<file path="src/rtl/delay_align_pkg.sv">
// Shared types and constants for the delay-alignment controller.
package delay_align_pkg;

    localparam int TAP_W    = 5;
    localparam int SAMPLE_W = 13;

    // Scan controller states.
    typedef enum logic [2:0] {
        ST_IDLE    = 3'd0,
        ST_APPLY   = 3'd1,
        ST_SETTLE  = 3'd2,
        ST_ACCUM   = 3'd3,
        ST_COMPARE = 3'd4,
        ST_FINAL   = 3'd5
    } state_t;

    // SAD width: 14-bit |diff| plus LOG2_N bits of growth, so N samples never overflow.
    function automatic int sad_width(input int log2_n);
        return 14 + log2_n;
    endfunction

endpackage

</file>
<file path="src/rtl/delay_align_ctrl_sad_accum.sv">
// Sum of absolute differences: one register stage for |a-b|, then a
// clear/enable accumulator. The enable is delayed along with the |a-b| stage,
// and the sad output already folds in the sample still sitting in that stage.
// The caller can therefore compare on the cycle right after its last enable.
module sad_accum
    import delay_align_pkg::*;
#(
    parameter int SAD_W = 22
) (
    input  logic                       clk,
    input  logic                       rst,
    input  logic                       clr,
    input  logic                       en,
    input  logic signed [SAMPLE_W-1:0] a,
    input  logic signed [SAMPLE_W-1:0] b,
    output logic        [SAD_W-1:0]    sad
);

    logic signed [SAMPLE_W:0] diff;
    logic        [SAMPLE_W:0] absd_d;
    logic        [SAMPLE_W:0] absd_q;
    logic                     en_q;
    logic        [SAD_W-1:0]  acc_q;

    // 14-bit signed difference and its magnitude (range 0..8191).
    always_comb begin
        diff   = {a[SAMPLE_W-1], a} - {b[SAMPLE_W-1], b};
        absd_d = diff[SAMPLE_W] ? -diff : diff;
    end

    // Pipeline the magnitude and the enable, then accumulate.
    always_ff @(posedge clk) begin
        if (rst) begin
            absd_q <= '0;
            en_q   <= 1'b0;
            acc_q  <= '0;
        end else begin
            absd_q <= absd_d;
            en_q   <= en;
            if (clr) begin
                acc_q <= '0;
            end else if (en_q) begin
                acc_q <= acc_q + SAD_W'(absd_q);
            end
        end
    end

    assign sad = acc_q + (en_q ? SAD_W'(absd_q) : '0);

endmodule

</file>
<file path="src/rtl/delay_align_ctrl.sv">
// Delay-alignment controller: sweeps the shift-register tap over
// [TAP_MIN, TAP_MAX], measures SAD against the reference channel at each tap
// and programs the tap with the lowest SAD. When idle it passes the manual
// tap/bypass through (or holds the scan result), so it alone drives the
// shift register's tap and sr_bypass inputs.
//
// Handshake: start is a request pulse accepted only in IDLE (busy low); busy
// is high from the cycle after acceptance through the last COMPARE; done
// pulses for exactly one cycle (the FINAL state) with busy already low.
// A start seen during a scan, including the done cycle, is dropped.
//
// Per tap: APPLY (1) + SETTLE + ACCUM (N) + COMPARE (1). The sampled window is
// the N cycles after the SETTLE cycles that follow APPLY; the |a-b| register
// inside sad_accum is hidden by letting the compare read the in-flight sample.
module delay_align_ctrl
    import delay_align_pkg::*;
#(
    parameter int LOG2_N  = 8,
    parameter int SETTLE  = 4,
    parameter int TAP_MIN = 0,
    parameter int TAP_MAX = 31
) (
    input  logic                           clk,
    input  logic                           rst,
    input  logic                           start,
    input  logic [TAP_W-1:0]               manual_tap,
    input  logic                           manual_bypass,
    input  logic                           use_manual,
    input  logic signed [SAMPLE_W-1:0]     ref_din,
    input  logic signed [SAMPLE_W-1:0]     sr_dout,
    output logic [TAP_W-1:0]               tap,
    output logic                           sr_bypass,
    output logic                           busy,
    output logic                           done,
    output logic [TAP_W-1:0]               best_tap,
    output logic [sad_width(LOG2_N)-1:0]   best_sad,
    output state_t                         dbg_state
);

    localparam int SAD_W   = sad_width(LOG2_N);
    localparam int N       = 1 << LOG2_N;
    localparam int CNT_MAX = (SETTLE > N) ? SETTLE : N;
    localparam int CNT_W   = $clog2(CNT_MAX) + 1;

    state_t             state_q, state_d;
    logic [TAP_W-1:0]   cur_tap_q, cur_tap_d;
    logic [CNT_W-1:0]   cnt_q, cnt_d;
    logic [TAP_W-1:0]   tap_q, tap_d;
    logic               bypass_q, bypass_d;
    logic [TAP_W-1:0]   best_tap_q, best_tap_d;
    logic [SAD_W-1:0]   best_sad_q, best_sad_d;
    logic               valid_q, valid_d;
    logic               acc_clr;
    logic               acc_en;
    logic [SAD_W-1:0]   sad;

    sad_accum #(
        .SAD_W (SAD_W)
    ) u_sad (
        .clk (clk),
        .rst (rst),
        .clr (acc_clr),
        .en  (acc_en),
        .a   (ref_din),
        .b   (sr_dout),
        .sad (sad)
    );

    // State register and all registered outputs; reset gives bypass on, tap 0.
    always_ff @(posedge clk) begin
        if (rst) begin
            state_q    <= ST_IDLE;
            cur_tap_q  <= '0;
            cnt_q      <= '0;
            tap_q      <= '0;
            bypass_q   <= 1'b1;
            best_tap_q <= '0;
            best_sad_q <= '1;
            valid_q    <= 1'b0;
        end else begin
            state_q    <= state_d;
            cur_tap_q  <= cur_tap_d;
            cnt_q      <= cnt_d;
            tap_q      <= tap_d;
            bypass_q   <= bypass_d;
            best_tap_q <= best_tap_d;
            best_sad_q <= best_sad_d;
            valid_q    <= valid_d;
        end
    end

    // Next-state logic; tap/bypass are computed for the state being entered.
    always_comb begin
        state_d    = state_q;
        cur_tap_d  = cur_tap_q;
        cnt_d      = cnt_q;
        tap_d      = tap_q;
        bypass_d   = bypass_q;
        best_tap_d = best_tap_q;
        best_sad_d = best_sad_q;
        valid_d    = valid_q;
        acc_clr    = 1'b0;
        acc_en     = 1'b0;
        busy       = 1'b0;
        done       = 1'b0;

        case (state_q)
            ST_IDLE: begin
                if (start) begin
                    state_d    = ST_APPLY;
                    cur_tap_d  = TAP_W'(TAP_MIN);
                    best_tap_d = TAP_W'(TAP_MIN);
                    best_sad_d = '1;
                    tap_d      = TAP_W'(TAP_MIN);
                    bypass_d   = 1'b0;
                end else if (use_manual || !valid_q) begin
                    tap_d    = manual_tap;
                    bypass_d = manual_bypass;
                end else begin
                    tap_d    = best_tap_q;
                    bypass_d = 1'b0;
                end
            end
            ST_APPLY: begin
                busy    = 1'b1;
                acc_clr = 1'b1;
                cnt_d   = '0;
                state_d = ST_SETTLE;
            end
            ST_SETTLE: begin
                busy = 1'b1;
                if (cnt_q == CNT_W'(SETTLE - 1)) begin
                    cnt_d   = '0;
                    state_d = ST_ACCUM;
                end else begin
                    cnt_d = cnt_q + CNT_W'(1);
                end
            end
            ST_ACCUM: begin
                busy   = 1'b1;
                acc_en = 1'b1;
                if (cnt_q == CNT_W'(N - 1)) begin
                    cnt_d   = '0;
                    state_d = ST_COMPARE;
                end else begin
                    cnt_d = cnt_q + CNT_W'(1);
                end
            end
            ST_COMPARE: begin
                busy = 1'b1;
                // Strict less-than: on ties the earlier (lower) tap is kept.
                if (sad < best_sad_q) begin
                    best_sad_d = sad;
                    best_tap_d = cur_tap_q;
                end
                if (cur_tap_q == TAP_W'(TAP_MAX)) begin
                    state_d = ST_FINAL;
                    tap_d   = best_tap_d;
                end else begin
                    cur_tap_d = cur_tap_q + TAP_W'(1);
                    tap_d     = cur_tap_q + TAP_W'(1);
                    state_d   = ST_APPLY;
                end
            end
            ST_FINAL: begin
                done    = 1'b1;
                valid_d = 1'b1;
                state_d = ST_IDLE;
                if (use_manual) begin
                    tap_d    = manual_tap;
                    bypass_d = manual_bypass;
                end else begin
                    tap_d    = best_tap_q;
                    bypass_d = 1'b0;
                end
            end
            default: begin
                state_d = ST_IDLE;
            end
        endcase
    end

    assign tap       = tap_q;
    assign sr_bypass = bypass_q;
    assign best_tap  = best_tap_q;
    assign best_sad  = best_sad_q;
    assign dbg_state = state_q;

endmodule

</file>
<file path="config.mk">
export PLATFORM = sky130hd
export DESIGN_NAME = delay_align_ctrl
export DESIGN_NICKNAME = d
export VERILOG_FILES = /design/src/rtl/delay_align_pkg.sv /design/src/rtl/delay_align_ctrl_sad_accum.sv /design/src/rtl/delay_align_ctrl.sv
export SDC_FILE = /design/constraint.sdc
export NUM_CORES = 1
export LEC_CHECK = 0
export BUFFER_PORTS_ARGS = -buffer_cell sky130_fd_sc_hd__buf_2
export CAP_MARGIN = 25
export CORE_MARGIN = 3
export CORE_UTILIZATION = 40
export CTS_CLUSTER_DIAMETER = 50
export DETAILED_ROUTE_END_ITERATION = 7
export GPL_ROUTABILITY_DRIVEN = 0
export PLACE_DENSITY_LB_ADDON = 0.08
export SLEW_MARGIN = 40
export SYNTH_ARGS = -nofsm -noshare
export SYNTH_HDL_FRONTEND = slang
export SYNTH_HIERARCHICAL = 1
export SYNTH_SLANG_ARGS = --single-unit
</file>
<file path="constraint.sdc">
create_clock -name clk -period 9.9 [get_ports clk]
set_input_delay 0 -clock clk [delete_from_list [all_inputs] [get_ports clk]]
set_output_delay 0 -clock clk [all_outputs]
set_load 0.005 [all_outputs]
</file>
### Yosys cells after proc, flatten, opt, wreduce, memory -nomap -nowiden

Index checks and enable logic that the tools add are counted.

| operators by class | value |
|---|---|
| $add $sub $neg | 6 |
| order comparisons | 1 |
| equal/unequal tests | 13 |
| mux-type cells | 31 |
| bitwise operators | 1 |
| reduce and logical (&&, ||, !) cells | 14 |

Operators with widths:

| cell | number |
|---|---|
| $mux 22 | 2 |
| $pmux 22 s2 | 1 |
| $mux 5 | 7 |
| $pmux 9 s3 | 1 |
| $add 22x14->22 | 1 |
| $add 22x22->22 | 1 |
| $lt 22x22->1 | 1 |
| $pmux 5 s2 | 2 |
| $mux 9 | 2 |
| $pmux 3 s5 | 1 |
| $pmux 5 s3 | 1 |
| $mux 14 | 1 |
| $neg 14->14 | 1 |
| $sub 13x13->14 | 1 |
| $mux 13 | 1 |
| $mux 3 | 4 |
| $ne 2x2->1 const B | 5 |
| $add 9x1->9 const B | 1 |
| $eq 9x2->1 const B | 1 |
| $eq 9x8->1 const B | 1 |
| $reduce_and 3->1 | 3 |
| $mux 1 | 7 |
| $eq 3x2->1 const B | 2 |
| $eq 3x3->1 const B | 2 |
| 13 further kinds | 16 |

| storage, ports and cells | value |
|---|---|
| bits in registers | 88 |
| input port bits | 36 |
| output and inout bits | 38 |
| logic and storage cells | 78 |

### Depth between registers and ports, before layout

Gate-level depths: netlist of run 1.

| depth | value |
|---|---|
| depth in word-level cells | 6 |
| depth in mapped cells | 21 |
| mapped depth without buffers | 17 |

### Modules after synthesis

The synthesis of run 1 kept the hierarchy.

Modules (own cells, without submodules):

| module | instances | cells each | area each (sq um) | seq. area each (sq um) |
|---|---|---|---|---|
| sad_accum | 1 | 502 | 3862.5 | 740.7 |
| delay_align_ctrl | 1 | 403 | 3331.9 | 1021.0 |

### Worst setup path after synthesis of run 1

No wires, ideal clock.

| timing path | value |
|---|---|
| kind | register -> register |
| start | register u_sad.en_q |
| end | register best_sad_q[18] (netlist: best_sad[18]) |
| setup time | 0.072 ns |
| data arrival time | 4.540 ns |
| required time | 9.828 ns |
| path slack | 5.288 ns |
| cell stages (with the launch flop) | 22 |
| path buffers | 4 |
| clock period less this slack | 4.612 ns |
| cell sequence | dfxtp_1 -> clkbuf_1 -> clkinv_1 -> clkbuf_1 -> nor2_1 -> fa_1 -> a21o_1 -> a21oi_1 -> o21bai_1 -> a31oi_1 -> o21ai_1 -> or4b_2 -> o311ai_0 -> ha_1 -> a21oi_1 -> nand2_1 -> a21oi_1 -> nand3_4 -> nor3_4 -> buf_6 -> buf_12 -> mux2i_1 |

| on the way | value |
|---|---|
| cells in the longest elaborated chain, start to end | 5 |
| elaborated cells between the ends (all ways) | 7 |
| those cells by class | add/sub (1); order compare (1); eq/ne (1); mux (3); reduce/logical (1) |

RTL lines:

| item | line | text |
|---|---|---|
| start: declaration | delay_align_ctrl_sad_accum.sv:22 | `logic en_q;` |
| start signal: assignment | delay_align_ctrl_sad_accum.sv:39 | `en_q <= en;` |
| $mux 14 | delay_align_ctrl_sad_accum.sv:48 | `assign sad = acc_q + (en_q ? SAD_W'(absd_q) : '0);` |
| $add 22x22->22 | delay_align_ctrl_sad_accum.sv:48 |  |
| net sad[20] | delay_align_ctrl.sv:55 | `logic [SAD_W-1:0] sad;` |
| $lt 22x22->1 | delay_align_ctrl.sv:152 | `if (sad < best_sad_q) begin` |
| $ne 2x2->1 (no line) | n/a |  |
| $reduce_and 3->1 (no line) | n/a |  |
| end signal: assignment | delay_align_ctrl.sv:87 | `best_sad_q <= best_sad_d;` |
| end: declaration | delay_align_ctrl.sv:51 | `logic [SAD_W-1:0] best_sad_q, best_sad_d;` |

The timed path passes the listed nets, and every way through them passes these cells. The select of a mux whose other input is x is not followed.
A chain may end at the register's enable or synchronous reset.

### Worst setup path after layout of run 1

| timing path | value |
|---|---|
| start | register u_sad.en_q |
| end | register best_sad_q[16] (netlist: best_sad[16]) |

Same word-level chain as after synthesis.

==> flow_summary.toml, run 1 <==
[global_route]
grt_antenna_before_repair = 0
grt_pass1_wl_um = 29300
grt_use_total_pct = 17.7
grt_pass1_vias = 5784
grt_max_degree = 90
grt_overflow = 0

[critical_path]
rrSetupSlack_ps = 4560
cp_slowest_cell = "or4b_2"
start_kind = "flop"
crit_cells = 19
r2r_cells = 19
critPathKind = "reg2reg"
critPathRequiredTime_ps = 10170
cp_top_family = "compound AO/OA/AOI/OAI gates"
crit_path_frequent_cell = "a21oi_1"
crit_chain = "buf_4 -> clkinv_1 -> nor2_1 -> fa_1 -> a21o_1 -> a21oi_1 -> o21bai_1 -> a31oi_1 -> o21ai_1 -> or4b_2 -> o311ai_0 -> ha_1 -> a21oi_1 -> nand2_1 -> a21oi_1 -> nand3_4 -> nor3_4 -> buf_4 -> mux2i_1"
end_kind = "flop"
cp_max_fo = 29
cp.arrival_ps = 5610
path_buf_inv = 3
slowest_delay_ps = 610

[clock_network]
clkSinkCount = 88
cts_hold_buf = 2
cts_setup_buffers = 0
cts_made_buffers = 9
clkLatencyLatePin_ps = 340
cts_resized = 0
cts_tree = "done"
clockBufferDepth = 2
clk_pin_slew_ps = 70
htree_levels = 3
root_buffer = "clkbuf_16"

[timing]
finalHoldViolations = 0
tightest_slew_ps = 693
worst_slew_margin_rel_pct = 53.8
rsz0062_at_grt = "no"
finalSetupViolations = 0
finalSetupTns_ps = 0
finalMaxSlewViolations = 0
fin_skew_ps = 11.5
min_period_ps = 5340
max_freq_mhz = 187
finalCritPeriodShare_pct = 54.0

[hold_path]
min_path_cells = 4
holdCritPathClass = "in2reg"

[power]
peakVddDrop_v = 0.0000791
power_w = 0.000935
leakagePower_nw = 3.49
p_switching_w = 0.000280
switching_share_pct = 29.9
p_int_w = 0.000655
seq_power_share_pct = 41.2
pwr-share-clk_pct = 37.1
p_comb_share_pct = 21.7
powerDensity_mw_per_mm2 = 117

[place]
numPortBuffers = 73
place_area_mm2 = 0.00766
dp_hpwl_um = 12900
placed_cells = 1166

[route]
via_count = 6380
drcViolationCount = 0
wl_per_cell_um = 14.5
drtIter0Drc = 320
antenna_left = 0
drt-total-wl_um = 17200
via_per_inst = 5.39
drt_first_pass_iters = 4

[die]
start_util_pct = 41.2
die_w_um = 140
die_h_um = 140
die_area_mm2 = 0.0196
rows = 48
core_area_mm2 = 0.0175
ios = 74

[layout]
n_antenna_cell = 0
utilization_pct = 45.7
nFillCells = 1774
drive_above_1_share_pct = 12.9
layout.nets = 1061
syn_to_final_growth_pct = 11.0
seq_area_mm2 = 0.00176
design_area_mm2 = 0.00799
finalNonFillerCells = 1184
multiInputGateArea_mm2 = 0.00499

[synthesis]
synthFlopType = "dfxtp_1"
async_reset_ff_share_pct = 0
synth-seq-area-share_pct = 24.5
yosysTopAreaCell = "dfxtp_1"
ys_top_cells_by_count = "dfxtp_1 (88), nor2_1 (81), a21oi_1 (68), ha_1 (68), nand2_1 (61)"
ys_types = 82
syn_inst = 905
synth_area_leaders = "dfxtp_1 (24%), ha_1 (12%), mux2i_1 (5.1%)"
synth-seq-cells = 88
syn_avg_cell_area_um2 = 7.95
yosys.cell_count.top_type = "dfxtp_1"
ys.warnings.count = 6
synth_edf_count = 0
syn-cell-area_mm2 = 0.00719
syn-num-nets = 1012
synth_top_cell_area_share_pct = 24.5

[run]
maxCapViolations = 0

[run_status]
run_status = "finished, final reports clean"
-- through the flow --
step	worst slack (ps)	hold slack [ps]
detailed placement	4590	329
global placement	4760	339
CTS	4560	56.4
floorplan	5290	183
finish	4560	73.9
global route	4040	97.2
-- worst paths after layout --
check	from	end
max	u_sad/en_q	best_sad[16]
min	ref_din[0]	u_sad/absd_q[0]
min reg2reg	cnt_q[0]	cnt_q[0]
max reg2reg	u_sad/en_q	best_sad[16]
-- cells in the final DEF, fill, tap and decap left out, types with 4 or more instances in the layout --
master and count:
nor2b_1 8, nor3_1 42, a21oi_1 68, nand2b_1 21, a211oi_1 14, mux2_2 7
a311oi_1 5, and2_1 17, a21o_1 14, buf_2 73, a221oi_1 6, nand2_1 61
ha_1 68, and3_1 6, inv_1 59, o21ai_0 34, clkbuf_16 9, mux2i_1 37
nor2_1 81, o211ai_1 7, or3_1 13, nor3b_1 9, a2111oi_0 5, or2_2 4
a31oi_1 9, nor4_1 7, o31ai_1 4, xnor2_1 25, xor2_1 13, o21a_1 9
nand4_1 12, o21ai_1 7, o21bai_1 4, dfxtp_1 88, nand3b_1 7, nand3_1 25
-- per-layer routing --
| layer | vias up | track usage (%) | routed length, µm |
|---|---|---|---|
| met1 | 2863 | 27.1 | 9250 |
| met3 | 13 | 3.04 | 665 |
| met4 | 0 | 4.44 | 194 |
| met2 | 113 | 25.8 | 7110 |
| met5 | - | 0 | 0 |
| li1 | 3391 | - | - |
-- power by group through the flow --
stage	logic, W	registers, W	clock network [W]
3_5_place_dp	0.000202	0.000393	0
4_1_cts	0.000203	0.000385	0.000360
6_report	0.000203	0.000386	0.000347
2_1_floorplan	0.000160	0.000386	0
5_1_grt	0.000231	0.000388	0.000372
3_3_place_gp	0.000202	0.000394	0
-- kinds of logic after synthesis --
family,share of synthesized area (%)
compound gates,20.6
xor+xnor,4.63
fa+ha+maj,12.7
buf+inv,6.17
flops,24.5
mux,6.66
simple gates,24.8
-- registers in the layout, summed over array words and instances, names as in the netlist --
| name | count |
|---|---|
| u_sad/absd_q | 14 |
| sr_bypass | 1 |
| u_sad/en_q | 1 |
| best_tap | 5 |
| valid_q | 1 |
| cur_tap_q | 5 |
| dbg_state | 3 |
| u_sad/acc_q | 22 |
| tap | 5 |
| cnt_q | 9 |
| best_sad | 22 |
-- worst register-to-register path, stage by stage (launching register included) --
cell,delay (ps)
dfxtp_1,300
buf_4,270
clkinv_1,460
nor2_1,380
fa_1,260
a21o_1,120
a21oi_1,90
o21bai_1,220
a31oi_1,160
o21ai_1,350
or4b_2,610
o311ai_0,170
ha_1,360
a21oi_1,160
nand2_1,70
a21oi_1,280
nand3_4,150
nor3_4,170
buf_4,420
mux2i_1,270
-- cell type report --
class | count | area share, %
Multi-Input combinational cell | 715 | 62.5
Sequential cell | 88 | 22.1
Timing Repair Buffer | 79 | 5.25
Tap cell | 225 | 3.53
Clock buffer | 12 | 3.09
Inverter | 61 | 2.87
Clock inverter | 4 | 0.674
No activity file was read; power rests on OpenSTA's default activity.
==> inputs of run 2 (changes only) <==
==> constraint.sdc (replaced) <==
create_clock -name clk -period 4.7 [get_ports clk]
set_input_delay 0 -clock clk [delete_from_list [all_inputs] [get_ports clk]]
set_output_delay 0 -clock clk [all_outputs]
set_load 0.005 [all_outputs]
==> flow_summary.toml, run 2 (synthesis gave the netlist of run 1 again) <==
[run_status]
run_status = "finished, final reports clean"

[die]
die_h_um = 140
die_area_mm2 = 0.0196
ios = 74
core_area_mm2 = 0.0175
start_util_pct = 41.2
die_w_um = 140
rows = 48

[power]
powerDensity_mw_per_mm2 = 241
p_switching_w = 0.000600
pwr-share-clk_pct = 35.9
p_comb_share_pct = 21.9
switching_share_pct = 31.1
leakagePower_nw = 3.51
p_int_w = 0.00133
peakVddDrop_v = 0.000195
seq_power_share_pct = 42.3

[global_route]
grt_pass1_wl_um = 29300
grt_overflow = 0
grt_antenna_before_repair = 0
grt_pass1_vias = 5879
grt_max_degree = 48
grt_use_total_pct = 17.6

[clock_network]
cts_made_buffers = 9
clockBufferDepth = 2
cts_tree = "done"
clkSinkCount = 88
clkLatencyLatePin_ps = 350
root_buffer = "clkbuf_16"
htree_levels = 3
cts_setup_buffers = 0
clk_pin_slew_ps = 70

[critical_path]
rrSetupSlack_ps = 310
cp.arrival_ps = 4610
critPathKind = "reg2reg"
critPathRequiredTime_ps = 4920
end_kind = "flop"
start_kind = "flop"
cp_max_fo = 8

[timing]
worst_slew_margin_rel_pct = 49.5
tightest_slew_ps = 757
setup_ws_ps = 308
finalCritPeriodShare_pct = 93.5
min_period_ps = 4390
worst_hold_slack_ps = 26.7
max_freq_mhz = 228
finalMaxSlewViolations = 0
rsz0062_at_grt = "no"
finalSetupViolations = 0
finalSetupTns_ps = 0
finalHoldViolations = 0
fin_skew_ps = 10.2

[layout]
n_antenna_cell = 0
syn_to_final_growth_pct = 11.2
finalNonFillerCells = 1186
layout.nets = 1063
drive_above_1_share_pct = 13.7
seq_area_mm2 = 0.00176
multiInputGateArea_mm2 = 0.00500
final_common_cell = "dfxtp_1"
nFillCells = 1766
final_cell_mix = "dfxtp_1 (87), nor2_1 (81), buf_2 (73)"

[route]
via_per_inst = 5.45
drt_first_pass_iters = 4
wl_per_cell_um = 14.5
antenna_left = 0
drcViolationCount = 0
drt-total-wl_um = 17100
via_count = 6461
drtIter0Drc = 315

[hold_path]
holdCritPathClass = "in2reg"

[place]
pre_cts_ws_ps = 152
placed_cells = 1169
dp_hpwl_um = 13200
numPortBuffers = 73

[run]
maxCapViolations = 0
## run 2: worst paths after layout
path,startpoint,depth (start not counted),to
min reg2reg,cnt_q[5],1,cnt_q[5]
min,sr_dout[0],3,u_sad/absd_q[0]
max reg2reg,u_sad/en_q,17,tap[2]
max,u_sad/en_q,17,tap[2]
## run 2: power groups by stage
stage               sequential, W  combinational (W)  clock, W
finish                   0.000814           0.000422  0.000691
global route             0.000819           0.000483  0.000744
global placement         0.000832           0.000424         0
detailed placement       0.000831           0.000423         0
CTS                      0.000814           0.000426  0.000720
floorplan                0.000812           0.000338         0
## run 2: area by class of cell
class	count	share of cell area (%)
multi-input combinational	715	62.5
sequential	88	22.0
timing repair buffer	81	5.51
tap	225	3.52
clock buffer	10	2.99
inverter	61	2.86
clock inverter	6	0.548
## run 2: repair_timing
item,in CTS,in global routing
endpoints found under the setup margin,0,28
resized for setup,0,3
hold buffers,1,0
hold endpoints to repair,1,0
## run 2: stage by stage
step / utilization [%] / total power, W / cell area, µm²
6_report: 45.8 / 0.00193 / 8000
3_5_place_dp: 44.0 / 0.00125 / 7700
2_1_floorplan: - / 0.00115 / 7190
3_3_place_gp: 44.0 / 0.00126 / 7700
5_1_grt: 45.8 / 0.00205 / 8000
4_1_cts: 45.7 / 0.00196 / 7990
## run 2: metal layers
metal  up-vias  routed length [µm]  track usage, %
met1      2919                9080            26.6
met5         -                   0               0
met3        11                 742            2.77
met4         0                 170            4.28
met2       137                7160            26.3
li1       3394                   -               -
## run 2: worst max-delay path, stage by stage, from the launching register on
cell and delay [ps]:
dfxtp_2 360, and2_1 150, ha_1 200, fa_1 400, a21o_1 170, a21oi_1 210, o21bai_1 130, a31oi_1 310
o21ai_2 140, nor4b_1 160, or4_1 560, ha_1 300, nand2_1 60, nor3_2 230, nand2_1 160, and3_1 260
a2111oi_0 380, nor3_1 100
==> inputs of run 3 (changes only) <==
--- a/config.mk
+++ b/config.mk
@@ -8,7 +8,8 @@
 export BUFFER_PORTS_ARGS = -buffer_cell sky130_fd_sc_hd__buf_2
 export CAP_MARGIN = 25
 export CORE_MARGIN = 3
-export CORE_UTILIZATION = 40
+export CORE_UTILIZATION = 55
+export CTS_BUF_LIST = sky130_fd_sc_hd__clkbuf_16
 export CTS_CLUSTER_DIAMETER = 50
 export DETAILED_ROUTE_END_ITERATION = 7
 export GPL_ROUTABILITY_DRIVEN = 0
==> flow_summary.toml, run 3 (synthesis gave the netlist of run 1 again) <==
[run_status]
run_status = "finished, final reports clean"

[timing]
finalMaxSlewViolations = 0
finalHoldViolations = 0
worst_slew_margin_rel_pct = 47.4
tightest_slew_ps = 789
max_freq_mhz = 229
finalSetupViolations = 0
fin_skew_ps = 6.61
min_period_ps = 4370
worst_hold_slack_ps = 20.9
rsz0062_at_grt = "no"
finalCritPeriodShare_pct = 93.1
finalSetupTns_ps = 0

[global_route]
grt_pass1_wl_um = 27800
grt_pass1_vias = 6087
grt_max_degree = 49
grt_use_total_pct = 22.9
grt_antenna_before_repair = 0
grt_overflow = 0

[critical_path]
rrSetupSlack_ps = 330
cp_slowest_cell = "a2111oi_0"
startpoint = "u_sad/en_q"
slowest_delay_ps = 590
r2r_cells = 16
cp_max_fo = 5
end_kind = "flop"
critPathRequiredTime_ps = 4930
start_kind = "flop"
cp.arrival_ps = 4600
r2r-end = "tap[2]"
r2r-start = "u_sad/en_q"
critPathKind = "reg2reg"
crit_chain = "buf_4 -> and2_1 -> ha_1 -> fa_1 -> a21o_1 -> a21oi_2 -> o21bai_2 -> a2111oi_0 -> or2_2 -> xnor2_1 -> ha_1 -> nand4_1 -> nor3b_1 -> o311ai_1 -> a2111oi_1 -> nor3_1"
critPathCapture = "tap[2]"
crit_path_frequent_cell = "ha_1"

[clock_network]
cts_setup_buffers = 0
cts_tree = "done"
clk_pin_slew_ps = 60
clockBufferDepth = 2
clkLatencyLatePin_ps = 350
root_buffer = "clkbuf_16"
clkSinkCount = 88
cts_made_buffers = 9
htree_levels = 3

[layout]
final_common_cell = "dfxtp_1"
nFillCells = 1161
finalNonFillerCells = 1132
utilization_pct = 62.4
drive_above_1_share_pct = 13.6
syn_to_final_growth_pct = 10.4
n_antenna_cell = 0
layout.nets = 1062
final_cell_mix = "dfxtp_1 (88), nor2_1 (80), buf_2 (73)"
design_area_mm2 = 0.00794

[place]
placed_cells = 1115
place_area_mm2 = 0.00762
dp_hpwl_um = 12800
numPortBuffers = 73

[die]
ios = 74
die_h_um = 120
start_util_pct = 56.5
die_area_mm2 = 0.0145
rows = 41
die_w_um = 120
core_area_mm2 = 0.0127

[route]
via_count = 6696
via_per_inst = 5.92
drcViolationCount = 0
drt_first_pass_iters = 6
wl_per_cell_um = 14.6
antenna_left = 0
drt-total-wl_um = 16500
drtIter0Drc = 477

[power]
p_int_w = 0.00136
powerDensity_mw_per_mm2 = 245
peakVddDrop_v = 0.000137
seq_power_share_pct = 41.8
pwr-share-clk_pct = 36.4
p_switching_w = 0.000588
p_comb_share_pct = 21.8
leakagePower_nw = 3.51
switching_share_pct = 30.2

[run]
maxCapViolations = 0

[hold_path]
holdCritPathClass = "in2reg"
[run 3: how the worst min path moves through the flow]
stage	depth (start not counted)	to	slack, ps	start
6_report	3	u_sad/absd_q[0]	20	sr_dout[0]
5_1_grt	3	u_sad/absd_q[0]	50	sr_dout[0]
4_1_cts	3	u_sad/absd_q[0]	10	sr_dout[0]
3_5_place_dp	3	sr_bypass	350	manual_bypass
3_3_place_gp	3	sr_bypass	320	manual_bypass
2_1_floorplan	2	u_sad/acc_q[16]	180	rst
[run 3: worst max-delay path: cells and delay by family (launching register included)]
kind	cells	cell delay [ps]
flops	1	340
simple gates	5	960
compound gates	6	1820
xor+xnor	1	80
buf+inv	1	160
fa+ha+maj	3	910
[run 3: per-stage QoR]
stage | worst slack, ps | power (W)
floorplan | 88.1 | 0.00115
global placement | 276 | 0.00124
detailed placement | 176 | 0.00125
CTS | 185 | 0.00196
global route | 1.81 | 0.00205
finish | 326 | 0.00195
[run 3: power groups by stage]
stage / Sequential (W) / Combinational (W) / Clock [W]
after floorplan: 0.000812 / 0.000338 / 0
after global placement: 0.000829 / 0.000408 / 0
after detailed placement: 0.000829 / 0.000419 / 0
after CTS: 0.000812 / 0.000422 / 0.000723
after global routing: 0.000817 / 0.000480 / 0.000756
final: 0.000814 / 0.000425 / 0.000710
[run 3: layout make-up]
class | count | area (µm²) | area share [%]
Clock inverter | 7 | 61.3 | 0.772
Tap cell | 172 | 215 | 2.71
Inverter | 61 | 229 | 2.88
Multi-Input combinational cell | 715 | 5010 | 63.1
Sequential cell | 88 | 1760 | 22.2
Clock buffer | 9 | 225 | 2.84
Timing Repair Buffer | 80 | 437 | 5.50
[run 3: per-layer routing]
layer  up-vias  wire length [µm]  track usage (%)
met4         0               294             8.14
met5         -                 0                0
met2       187              7360             36.4
li1       3397                 -                -
met1      3087              8060             31.6
met3        25               840             3.23
[run 3: what timing repair did]
| item | 4_1_cts | 5_1_grt |
|---|---|---|
| hold endpoints to repair | 1 | 0 |
| hold buffers | 1 | 0 |
| setup endpoints to repair | 0 | 29 |
| gates resized for setup | 0 | 8 |
